===== src/rtl/bcd_cook_timer.sv =====
// bcd_cook_timer: BCD MM:SS countdown timer with keypad entry, prescaled tick, run/pause FSM and +30 s add
module bcd_cook_timer #(
  parameter int MIN_DIGITS = 1,
  parameter int TICK_DIV = 100
) (
  input  logic                    clk,
  input  logic                    clear,
  input  logic [3:0]              digit,
  input  logic                    digit_valid,
  input  logic                    start,
  input  logic                    pause,
  input  logic                    cancel,
  input  logic                    add30,
  output logic [3:0]              units_sec,
  output logic [3:0]              tens_sec,
  output logic [4*MIN_DIGITS-1:0] minutes,
  output logic                    running,
  output logic                    paused,
  output logic                    done,
  output logic                    zero
);
  localparam int TW = 4 * MIN_DIGITS + 8;
  localparam int PW = TICK_DIV > 1 ? $clog2(TICK_DIV) : 1;
  typedef enum logic [1:0] {IDLE, RUN, PAUSE} state_t;
  state_t state, state_nxt;
  logic [TW-1:0] tm, tm_nxt, tm_dec;
  logic [PW-1:0] presc, presc_nxt;
  logic done_nxt, tick;
  function automatic logic [TW-1:0] dec_f(input logic [TW-1:0] v);
    logic [TW-1:0] r;
    logic b;
    r = v;
    b = 1'b1;
    if (v[3:0] != 4'd0) r[3:0] = v[3:0] - 4'd1;
    else begin
      r[3:0] = 4'd9;
      if (v[7:4] != 4'd0) r[7:4] = v[7:4] - 4'd1;
      else begin
        r[7:4] = 4'd5;
        for (int i = 0; i < MIN_DIGITS; i++) begin
          if (b) begin
            r[8+4*i +: 4] = v[8+4*i +: 4] == 4'd0 ? 4'd9 : v[8+4*i +: 4] - 4'd1;
            b = v[8+4*i +: 4] == 4'd0;
          end
        end
      end
    end
    return r;
  endfunction
  function automatic logic [TW-1:0] add_f(input logic [TW-1:0] v);
    logic [TW-1:0] r;
    logic [3:0] t;
    logic c;
    r = v;
    t = v[7:4] + 4'd3;
    c = t > 4'd5;
    r[7:4] = c ? t - 4'd6 : t;
    for (int i = 0; i < MIN_DIGITS; i++) begin
      if (c) begin
        r[8+4*i +: 4] = v[8+4*i +: 4] == 4'd9 ? 4'd0 : v[8+4*i +: 4] + 4'd1;
        c = v[8+4*i +: 4] == 4'd9;
      end
    end
    if (c) r = {{MIN_DIGITS{4'd9}}, 4'd5, 4'd9};
    return r;
  endfunction
  assign tick = state == RUN && presc == PW'(TICK_DIV - 1);
  assign tm_dec = tick ? dec_f(tm) : tm;
  always_comb begin
    state_nxt = state;
    tm_nxt = tm;
    presc_nxt = presc;
    done_nxt = 1'b0;
    if (cancel) begin
      state_nxt = IDLE;
      tm_nxt = '0;
    end else if (pause) state_nxt = state == RUN ? PAUSE : state;
    else if (state == RUN) begin
      presc_nxt = tick ? '0 : presc + 1'b1;
      tm_nxt = add30 ? add_f(tm_dec) : tm_dec;
      if (!add30 && tick && tm_dec == '0) begin
        state_nxt = IDLE;
        done_nxt = 1'b1;
      end
    end else if (add30) begin
      tm_nxt = add_f(tm);
      state_nxt = state == IDLE ? RUN : state;
      presc_nxt = state == IDLE ? '0 : presc;
    end else if (start && (state == PAUSE || tm != '0)) begin
      state_nxt = RUN;
      presc_nxt = '0;
    end else if (state == IDLE && digit_valid && digit <= 4'd9) tm_nxt = {tm[TW-5:0], digit};
  end
  always_ff @(posedge clk or posedge clear) begin
    if (clear) begin
      state <= IDLE;
      tm <= '0;
      presc <= '0;
      done <= 1'b0;
    end else begin
      state <= state_nxt;
      tm <= tm_nxt;
      presc <= presc_nxt;
      done <= done_nxt;
    end
  end
  assign {minutes, tens_sec, units_sec} = tm;
  assign running = state == RUN;
  assign paused = state == PAUSE;
  assign zero = tm == '0;
endmodule


===== config.mk =====
export PLATFORM = sky130hd
export DESIGN_NAME = bcd_cook_timer
export DESIGN_NICKNAME = d
export VERILOG_FILES = /design/src/rtl/bcd_cook_timer.sv
export SDC_FILE = /design/constraint.sdc
export NUM_CORES = 1
export LEC_CHECK = 0
export ABC_CLOCK_PERIOD_IN_PS = 3850
export CORE_MARGIN = 2
export CORE_UTILIZATION = 67
export CTS_BUF_LIST = sky130_fd_sc_hd__clkbuf_8
export DETAILED_ROUTE_END_ITERATION = 10
export DONT_BUFFER_PORTS = 1
export PLACE_DENSITY = 0.86
export SETUP_SLACK_MARGIN = 0.4
export SKIP_CTS_REPAIR_TIMING = 1
export SYNTH_ARGS = -nofsm -noshare
export SYNTH_HDL_FRONTEND = slang
export SYNTH_SLANG_ARGS = --single-unit

===== constraint.sdc =====
create_clock -name clk -period 3.85 [get_ports clk]
set_input_delay 0.385 -clock clk [delete_from_list [all_inputs] [get_ports clk]]
set_output_delay 0.385 -clock clk [all_outputs]
set_load 0.01 [all_outputs]

==> results of run 1 <==
-- logic make-up (layout without fill, tap and decap cells) --
| group | count (synthesis) | in the layout | synth area share [%] |
|---|---|---|---|
| simple gates | 128 | 128 | 28.8 |
| compound gates | 88 | 88 | 26.3 |
| buf+inv | 27 | 27 | 4.83 |
| flops | 22 | 22 | 23.1 |
| fa+ha+maj | 17 | 17 | 8.92 |
| xor+xnor | 10 | 10 | 3.67 |
| mux | 8 | 8 | 4.36 |
-- metal layers --
| metal | up-vias | GRT usage (%) | wire [um] |
|---|---|---|---|
| li1 | 1109 | - | - |
| met1 | 1134 | 43.0 | 2690 |
| met2 | 190 | 53.0 | 3150 |
| met3 | 31 | 8.04 | 860 |
| met4 | 0 | 14.4 | 191 |
| met5 | - | 0 | 0 |
-- through the flow --
stage | setup slack (ns) | cells | instance area [um2]
2_1_floorplan | 0.523 | 300 | 2380
3_3_place_gp | 0.417 | 340 | 2420
6_report | 0.471 | 346 | 2580
5_1_grt | 0.327 | 346 | 2580
4_1_cts | 0.171 | 344 | 2490
3_5_place_dp | 0.204 | 340 | 2420
-- state kept, by name (all words and copies together) (netlist names) --
name / cells
done: 1
presc: 7
tm: 12
state: 2
-- final cells by class --
type	instances	area (um2)	area share, %
multi-input combinational	251	1780	69.2
sequential	22	553	21.4
inverter	16	60.1	2.33
tap	46	57.6	2.23
timing repair buffer	7	52.6	2.04
clock buffer	3	41.3	1.60
clock inverter	1	30.0	1.16
-- worst max-delay path, stage by stage, from the launching register on --
cell and delay, ns:
dfrtp_2 0.47, inv_1 0.10, ha_2 0.22, nor3b_4 0.27, nand3_4 0.19, nor3_2 0.17, a21oi_2 0.08, inv_1 0.19
ha_1 0.23, nor3_2 0.06, nand3b_1 0.18, a32oi_2 0.35, o21ai_4 0.16, nor4_1 0.24, nor3_1 0.09, a221o_1 0.27
-- power groups by stage --
stage	Clock (mW)	Sequential [mW]	Combinational (mW)
4_1_cts	0.229	0.297	0.467
5_1_grt	0.232	0.303	0.578
3_5_place_dp	0	0.301	0.463
2_1_floorplan	0	0.293	0.374
6_report	0.227	0.301	0.540
3_3_place_gp	0	0.301	0.454
-- how the worst min path moves through the flow --
stage                      start       end  slack [ns]  depth (start not counted)
after floorplan            clear      done        0.37                          1
after global placement     pause      done        0.46                          1
after detailed placement  cancel  state[0]        0.46                          1
after CTS                 cancel  state[0]        0.17                          1
after global routing      cancel  state[0]        0.17                          1
final                     cancel  state[0]        0.17                          1
-- cell usage in the layout, fill, tap and decap left out, types with 4 or more instances in the layout --
master and n:
a211oi_1 4, a21oi_1 17, and3_1 5, buf_4 7, dfrtp_1 20, ha_1 15
inv_1 15, mux2i_1 4, nand2_1 33, nand2b_1 6, nand3_1 10, nand4_1 6
nor2_1 27, nor2b_1 4, nor3_1 12, o21ai_0 24, o31ai_1 10, xnor2_1 7
==> key figures, run 1 <==
Status
  – Status: finished, final reports clean

Finish
  – Share of cells above drive strength 1: 13.7%
  – Ant diodes: 0
  – Fin util: 76.1%
  – Area growth syn-to-layout: 8.19%
  – FILL cells: 232
  – Layout Nets: 329

Power
  – P_sw: 0.465 mW
  – Switching Fraction: 43.6%
  – Share of total power in combinational logic: 50.6%
  – Clock power frac: 21.2%
  – Leak pwr: 1.04 nW
  – Worst VDD drop: 215 uV
  – Power per Cell Area: 414 mW/mm2
  – Sequential Power Share: 28.2%
  – P_int: 0.603 mW
  – Total Power: 1.07 mW

Setup path
  – R2R Path End: tm[6]
  – CP Data Required Time: 4.01 ns
  – Launching point of the worst reg2reg path: tm[0]
  – Worst-case reg-to-reg path depth: 15
  – Element type at the critical path start: flip-flop
  – Crit path capture: tm[6]
  – Maximum fanout along the worst path: 7
  – CP arrival: 3.54 ns
  – Worst R2R Setup Slack: 0.47 ns
  – CP startpoint: tm[0]
  – Setup crit end kind: flip-flop
  – Setup Crit Path Kind: reg2reg

Detailed routing
  – DRT Pass-1 Iters: 6
  – Drt wl/cell: 19.9 um
  – Number of DRC markers in iteration 0: 320
  – DRC: 0
  – Routed Antenna Nets: 0
  – Final wirelength: 6.90 mm
  – Via count: 2464
  – Drt via density: 7.12

Floorplanning
  – # IOs: 27
  – Die Ht: 63.6 um
  – Num rows: 21
  – Initial core utilization: 70.3%
  – Core Box Area: 0.00339 mm2
  – Full die area: 0.00405 mm2
  – Die X: 63.6 um

Yosys
  – Synth unique cells: 64
  – Top cell type by total area after synthesis: dfrtp_1
  – Async S/R FF share, synth: 100%
  – Warnings, synthesis: 0
  – Synthesized flop and latch total: 22
  – Synth Flop Type: dfrtp_1
  – Cells after synthesis: 300
  – Synth Net Count: 328
  – Post-Synthesis Cell Area: 0.00238 mm2
  – Seq/Total Area, Yosys: 23.1%
  – Yosys top cell area share: 23.1%
  – Most common cell in the netlist: nand2_1
  – Post-synth EDFFs: 0
  – Synthesized area per cell: 7.95 um2
  – Largest cells by area after synthesis: dfrtp_1, ha_1, nand2_1
  – Most frequent cells after synthesis: nand2_1, nor2_1, o21ai_0

Timing
  – Fin. max-slew vios: 0
  – Minimum clock period: 3.38 ns
  – RSZ-0062 raised after global routing: false
  – Post-route setup TNS: 0 ns
  – Worst Hold Slack: 0.174 ns
  – FMAX: 296 MHz
  – Slew @ Worst Pin: 0.886 ns
  – Clock Skew: 0.00183 ns
  – Worst rel slew slack: 40.9%
  – Setup violations, final: 0
  – Final hold violations: 0
  – Period utilisation layout: 87.8%

Clocking
  – Clk slew on worst S/H paths: 0.09 ns
  – H-Tree Depth: 1
  – Later-pin clock latency in the skew report: 0.27 ns
  – Clock Root Buffer: clkbuf_8
  – Clock Sinks: 22
  – CTS Buf Count: 3
  – CTS Buffer Depth: 2
  – TritonCTS clock tree: yes

GRT
  – Vias in the first global route: 2248
  – GRT overflow: 0
  – Initial antenna violation count: 0
  – Gr usage total: 33.4%
  – Largest net degree at the start of global routing: 23
  – Global-route wire length before repair: 10.7 mm

Placement
  – Port buffer count: 0
  – Final HPWL DP: 4.77 mm
  – GP Congestion: 0.973

Min path
  – Worst Hold Class: in2reg

Flow run
  – Maxcap violations: 0
Power figures use the tool's default switching activity.
==> inputs of run 2 (changes only) <==
- CELL_PAD_IN_SITES_DETAIL_PLACEMENT: not set -> 0
- CELL_PAD_IN_SITES_GLOBAL_PLACEMENT: not set -> 1
- CORE_UTILIZATION: 67 -> 49
- MAX_ROUTING_LAYER: not set -> met4
- PLACE_DENSITY: 0.86 -> 0.85
==> run 2 against run 1 <==
Net effect:
- clock power increased by 2%
- global-route usage decreased by 5.8 points
- via count decreased by 6.4%
- highest routed layer unchanged
- count of clock-buffer cells in the layout unchanged
- clock skew increased by 0.0024 ns
- design area increased by 0.82%
==> key figures, run 2 (synthesized netlist as in run 1, its figures left out) <==
Setup path
  – Element type at the critical path start: flip-flop
  – Setup crit end kind: flip-flop
  – Maximum fanout along the worst path: 7 (unchanged)
  – Setup Crit Path Kind: reg2reg
  – Worst R2R Setup Slack: 0.55 ns (+0.08 ns)
  – CP Data Required Time: 4.02 ns (about the same)
  – CP arrival: 3.47 ns (-0.07 ns)

Timing
  – RSZ-0062 raised after global routing: false
  – Clock Skew: 0.00425 ns (+0.00242 ns)
  – Worst rel slew slack: 36.6% (-4.3 points)
  – Worst Hold Slack: 0.163 ns (-0.0108 ns)
  – Slew @ Worst Pin: 0.951 ns (+0.0651 ns)
  – Final hold violations: 0 (unchanged)
  – Minimum clock period: 3.30 ns (-0.0826 ns)
  – FMAX: 303 MHz (+2.5%)
  – Period utilisation layout: 85.6% (-2.1 points)
  – Setup violations, final: 0 (unchanged)
  – Fin. max-slew vios: 0 (unchanged)
  – Post-route setup TNS: 0 ns (unchanged)

GRT
  – Initial antenna violation count: 0 (unchanged)
  – Met1 usage: 37.4% (-5.6 points)
  – GR Util met2: 41.8% (-11 points)
  – GRT overflow: 0 (unchanged)
  – Global-route wire length before repair: 11.3 mm (+5.7%)
  – Gr usage total: 27.6% (-5.8 points)
  – Met3 Usage GRT: 4.94% (-3.1 points)
  – GR peak layer: met2
  – Vias in the first global route: 2205 (-1.9%)
  – Largest net degree at the start of global routing: 23 (unchanged)

Clocking
  – Clock Sinks: 22 (unchanged)
  – Clk slew on worst S/H paths: 0.10 ns (about the same)
  – H-Tree Depth: 1 (unchanged)
  – TritonCTS clock tree: yes
  – CTS Buffer Depth: 2 (unchanged)
  – Clock Root Buffer: clkbuf_8
  – Later-pin clock latency in the skew report: 0.28 ns (about the same)
  – CTS Buf Count: 3 (unchanged)

Status
  – Status: finished, final reports clean

Detailed routing
  – Routed Antenna Nets: 0 (unchanged)
  – Via count: 2307 (-6.4%)
  – Drt wl/cell: 19.9 um (-0.42%)
  – Final wirelength: 7.05 mm (+2.2%)
  – DRT Pass-1 Iters: 5 (-1)
  – Drt via density: 6.50 (-8.7%)
  – DRC: 0 (unchanged)
  – Number of DRC markers in iteration 0: 163 (-49%)

Power
  – Share of total power in combinational logic: 49.8% (-0.8 points)
  – P_int: 0.598 mW (-0.68%)
  – Worst VDD drop: 207 uV (-3.7%)
  – Switching Fraction: 43.4% (-0.19 points)
  – P_sw: 0.458 mW (-1.4%)
  – Sequential Power Share: 28.2% (about the same)
  – Power per Cell Area: 406 mW/mm2 (-1.8%)
  – Clock power frac: 22.0% (+0.8 points)
  – Leak pwr: 1.04 nW (+0.25%)
  – Total Power: 1.06 mW (-1.0%)

Flow run
  – Maxcap violations: 0 (unchanged)

Finish
  – Share of cells above drive strength 1: 13.6% (-0.045 points)
  – Commonest non-fill, non-tap cell in the layout: nand2_1
  – Largest Register: tm
  – Layout Cells excl Fill: 355 (+2.6%)
  – Commonest cells after routing, fill and taps aside: nand2_1, nor2_1, o21ai_0
  – Largest registers: tm x12, presc x7, state x2
  – Layout Nets: 330 (+0.30%)
  – Max FFs per register: 12 (unchanged)
  – Fin util: 55.4% (-21 points)
  – Area growth syn-to-layout: 9.08%
  – Ant diodes: 0 (unchanged)

Placement
  – Final HPWL DP: 5.02 mm (+5.3%)
  – Placed Instances: 350 (+2.9%)
  – GP Congestion: 0.939 (-3.5%)
  – Port buffer count: 0 (unchanged)

Floorplanning
  – Full die area: 0.00544 mm2 (+34%)
  – Core Box Area: 0.00469 mm2 (+38%)
  – Num rows: 25 (+19%)
  – # IOs: 27 (unchanged)
  – Initial core utilization: 50.8% (-20 points)
  – Die X: 73.7 um (+16%)
  – Die Ht: 73.7 um (+16%)

Min path
  – Worst Hold Class: in2reg
run 2: cell types whose count changed in the layout (fill, tap and decap cells not counted):
cell     change
ha_4         -1
a21oi_2      -1
nand3_2      -1
nor3_2       -1
ha_2         +1
nor3_1       +1
a21oi_4      +1
nand2_2      -1
nand3_4      +1
nor4_1       -1
nand2_1      +1
nor4_2       +1
buf_4        +1
run 2: final cells by class:
cell class	instances	area [um2]
fill	451	2090
sequential	22	553
timing repair buffer	8	60.1
inverter	16	60.1
tap	54	67.6
clock buffer	3	41.3
multi-input combinational	251	1790
clock inverter	1	30.0
run 2: worst paths after layout:
| check | startpoint | to | cells past startpoint |
|---|---|---|---|
| setup / recovery | tm[1] | tm[6] | 15 |
| hold / removal | pause | done | 1 |
| setup reg to reg | tm[1] | tm[6] | 15 |
| hold reg to reg | presc[6] | presc[6] | 1 |
| max in group asynchronous | clear | tm[0] | 1 |
| min in group asynchronous | clear | tm[9] | 1 |
run 2: per-stage QoR:
| step | setup slack (ns) | area [um2] |
|---|---|---|
| floorplan | 0.523 | 2380 |
| global placement | 0.306 | 2450 |
| detailed placement | 0.220 | 2450 |
| CTS | 0.165 | 2520 |
| global route | 0.373 | 2600 |
| finish | 0.554 | 2600 |
run 2: per-layer routing:
layer | vias up | share of wire, % | wire length [um]
li1 | 1112 | - | -
met1 | 1081 | 45 | 3140
met2 | 101 | 47 | 3300
met3 | 13 | 7.2 | 508
met4 | 0 | 1.4 | 101
met5 | - | 0 | 0
run 2: power by group through the flow:
| stage | combinational, mW | sequential, mW | clock [mW] |
|---|---|---|---|
| finish | 0.527 | 0.298 | 0.232 |
| detailed placement | 0.476 | 0.300 | 0 |
| CTS | 0.482 | 0.296 | 0.235 |
| global placement | 0.477 | 0.299 | 0 |
| floorplan | 0.374 | 0.293 | 0 |
| global route | 0.574 | 0.303 | 0.244 |
run 2: critical path, stage by stage (launching register included):
cell and delay, ns:
dfrtp_2 0.48, inv_1 0.12, ha_2 0.24, nor3b_4 0.25, nand3_4 0.18, o31ai_4 0.25, inv_1 0.12, ha_1 0.21
nor3_1 0.23, nor2_1 0.08, o41ai_2 0.06, a32oi_2 0.20, o22a_4 0.32, nor3_2 0.11, nor3_1 0.07, a221o_1 0.27
==> inputs of run 3 (changes only) <==
- CELL_PAD_IN_SITES_DETAIL_PLACEMENT: 0 -> 1
- CELL_PAD_IN_SITES_GLOBAL_PLACEMENT: 1 -> 2
- CORE_UTILIZATION: 49 -> 39
- GPL_TIMING_DRIVEN: not set -> 0
==> run 3 against run 2 <==
Net effect:
- worst setup slack worse by 0.057 ns
- global-route usage down 3.0 points
- sequential share of layout area down 1.2 points
- combinational power up 11%
- sequential power up 3%
- register-to-register slack worse by 0.06 ns
- maximum frequency down 1.7%
==> key figures, run 3 (synthesized netlist as in run 1, its figures left out) <==
GRT
  – Gr usage total: 24.6% (-3.0 points)
  – Global-route wire length before repair: 12.3 mm (+8.7%)
  – Vias in the first global route: 2404 (+9.0%)
  – Initial antenna violation count: 0 (unchanged)
  – Largest net degree at the start of global routing: 23 (unchanged)
  – GRT overflow: 0 (unchanged)

Power
  – Clock power frac: 15.0% (-7.0 points)
  – Leak pwr: 1.09 nW (+5.1%)
  – Power per Cell Area: 379 mW/mm2 (-6.8%)
  – Share of total power in combinational logic: 55.7% (+5.9 points)
  – P_int: 0.566 mW (-5.4%)
  – Sequential Power Share: 29.2% (+1.0 points)
  – Worst VDD drop: 160 uV (-23%)
  – P_sw: 0.480 mW (+4.8%)
  – Switching Fraction: 45.9% (+2.5 points)
  – Total Power: 1.05 mW (-1.0%)

Timing
  – Post-route setup TNS: 0 ns (unchanged)
  – Period utilisation layout: 87.1% (+1.5 points)
  – Final setup margin: 0.497 ns (-0.0570 ns)
  – Clock Skew: 0.00841 ns (+0.00416 ns)
  – Setup violations, final: 0 (unchanged)
  – Fin. max-slew vios: 0 (unchanged)
  – Worst rel slew slack: 40.9% (+4.4 points)
  – Minimum clock period: 3.35 ns (+0.0570 ns)
  – Final hold violations: 0 (unchanged)
  – FMAX: 298 MHz (-1.7%)
  – Slew @ Worst Pin: 0.885 ns (-0.0654 ns)
  – RSZ-0062 raised after global routing: true

Clocking
  – Clock Sinks: 22 (unchanged)
  – TritonCTS clock tree: yes
  – H-Tree Depth: 1 (unchanged)
  – Clk slew on worst S/H paths: 0.09 ns (about the same)
  – Later-pin clock latency in the skew report: 0.28 ns (about the same)
  – Clock Root Buffer: clkbuf_8
  – CTS Buf Count: 3 (unchanged)
  – CTS Buffer Depth: 2 (unchanged)

Floorplanning
  – Initial core utilization: 40.3% (-11 points)
  – Full die area: 0.00675 mm2 (+24%)
  – Die Ht: 82.2 um (+11%)
  – Core Box Area: 0.00592 mm2 (+26%)
  – Num rows: 28 (+12%)
  – # IOs: 27 (unchanged)
  – Die X: 82.2 um (+11%)

Finish
  – Area occupied by registers: 556 um2 (+0.45%)
  – Largest Register: tm
  – Ant diodes: 0 (unchanged)
  – Share of cells above drive strength 1: 20.8% (+7.2 points)
  – Area growth syn-to-layout: 15.9%
  – Footprint of the multi-input gates: 0.00185 mm2 (+3.4%)
  – Max FFs per register: 12 (unchanged)
  – Fin util: 46.7% (-8.8 points)
  – Layout Nets: 347 (+5.2%)
  – FILL cells: 716 (+59%)
  – Commonest cells after routing, fill and taps aside: nand2_1, nor2_1, o21ai_0
  – Commonest non-fill, non-tap cell in the layout: nand2_1
  – Largest registers: tm x12, presc x7, state x2

Detailed routing
  – Number of DRC markers in iteration 0: 87 (-47%)
  – Via count: 2411 (+4.5%)
  – DRT Pass-1 Iters: 4 (-1)
  – DRC: 0 (unchanged)
  – Drt via density: 6.15 (-5.4%)
  – Routed Antenna Nets: 0 (unchanged)
  – Drt wl/cell: 20.8 um (+5.0%)
  – Final wirelength: 8.17 mm (+16%)

Setup path
  – Maximum fanout along the worst path: 6 (-1)
  – CP arrival: 3.53 ns (+0.06 ns)
  – Setup Crit Path Kind: reg2reg
  – Setup crit end kind: flip-flop
  – CP Data Required Time: 4.02 ns (about the same)
  – Element type at the critical path start: flip-flop

Placement
  – Port buffer count: 0 (unchanged)
  – GP Congestion: 0.883 (-6.0%)
  – Pre-CTS worst setup slack: -0.395 ns (-0.616 ns)
  – Final HPWL DP: 6.03 mm (+20%)

Status
  – Status: finished, final reports clean

Flow run
  – Maxcap violations: 0 (unchanged)

Min path
  – Worst Hold Class: in2reg
## run 3: layout make-up
class | count | area share [%]
Tap cell | 75 | 3.40
Multi-Input combinational cell | 251 | 66.9
Buffer | 11 | 1.99
Timing Repair Buffer | 14 | 3.80
Clock buffer | 3 | 1.49
Inverter | 16 | 2.31
Sequential cell | 22 | 20.1
## run 3: final timing paths
path                                from  endpoint  slack [ns]  cells past startpoint
worst max-delay path               tm[0]     tm[3]        0.50                     15
worst min-delay path               pause      done        0.17                      1
worst max register to register     tm[0]     tm[3]        0.50                     15
worst min register to register  presc[6]  presc[6]        0.52                      1
max in group asynchronous          clear     tm[4]        3.06                      1
min in group asynchronous          clear  presc[0]        0.18                      1
## run 3: routing by layer
metal / GRT usage (%) / part of all wire, % / up-vias
met5: - / 0 / -
met2: 41.7 / 50 / 56
li1: - / - / 1142
met3: 2.17 / 3.1 / 11
met1: 31.8 / 46 / 1202
met4: 6.17 / 1.6 / 0
## run 3: power groups by stage
stage / Clock (mW) / Combinational (mW) / Sequential, mW
after floorplan: 0 / 0.374 / 0.293
after global placement: 0 / 0.467 / 0.306
after detailed placement: 0 / 0.481 / 0.308
after CTS: 0.150 / 0.484 / 0.303
after global routing: 0.160 / 0.641 / 0.312
final: 0.157 / 0.583 / 0.306
## run 3: critical path: stages (launching register included)
cell     delay, ns
dfrtp_2       0.50
inv_2         0.11
ha_4          0.15
nor3b_4       0.33
nand3_4       0.19
o31ai_4       0.35
inv_2         0.11
ha_4          0.20
nor3_4        0.20
nor2_2        0.05
o41ai_2       0.06
a32oi_2       0.20
o21ai_4       0.16
nand3_4       0.15
nor3b_4       0.21
o41ai_2       0.28
## run 3: through the flow
step	instances	instance area, um2	hold slack [ns]
after global placement	375	2480	0.457
after detailed placement	375	2480	0.459
after global routing	392	2760	0.175
final	392	2760	0.173
after floorplan	300	2380	0.374
after CTS	378	2520	0.180
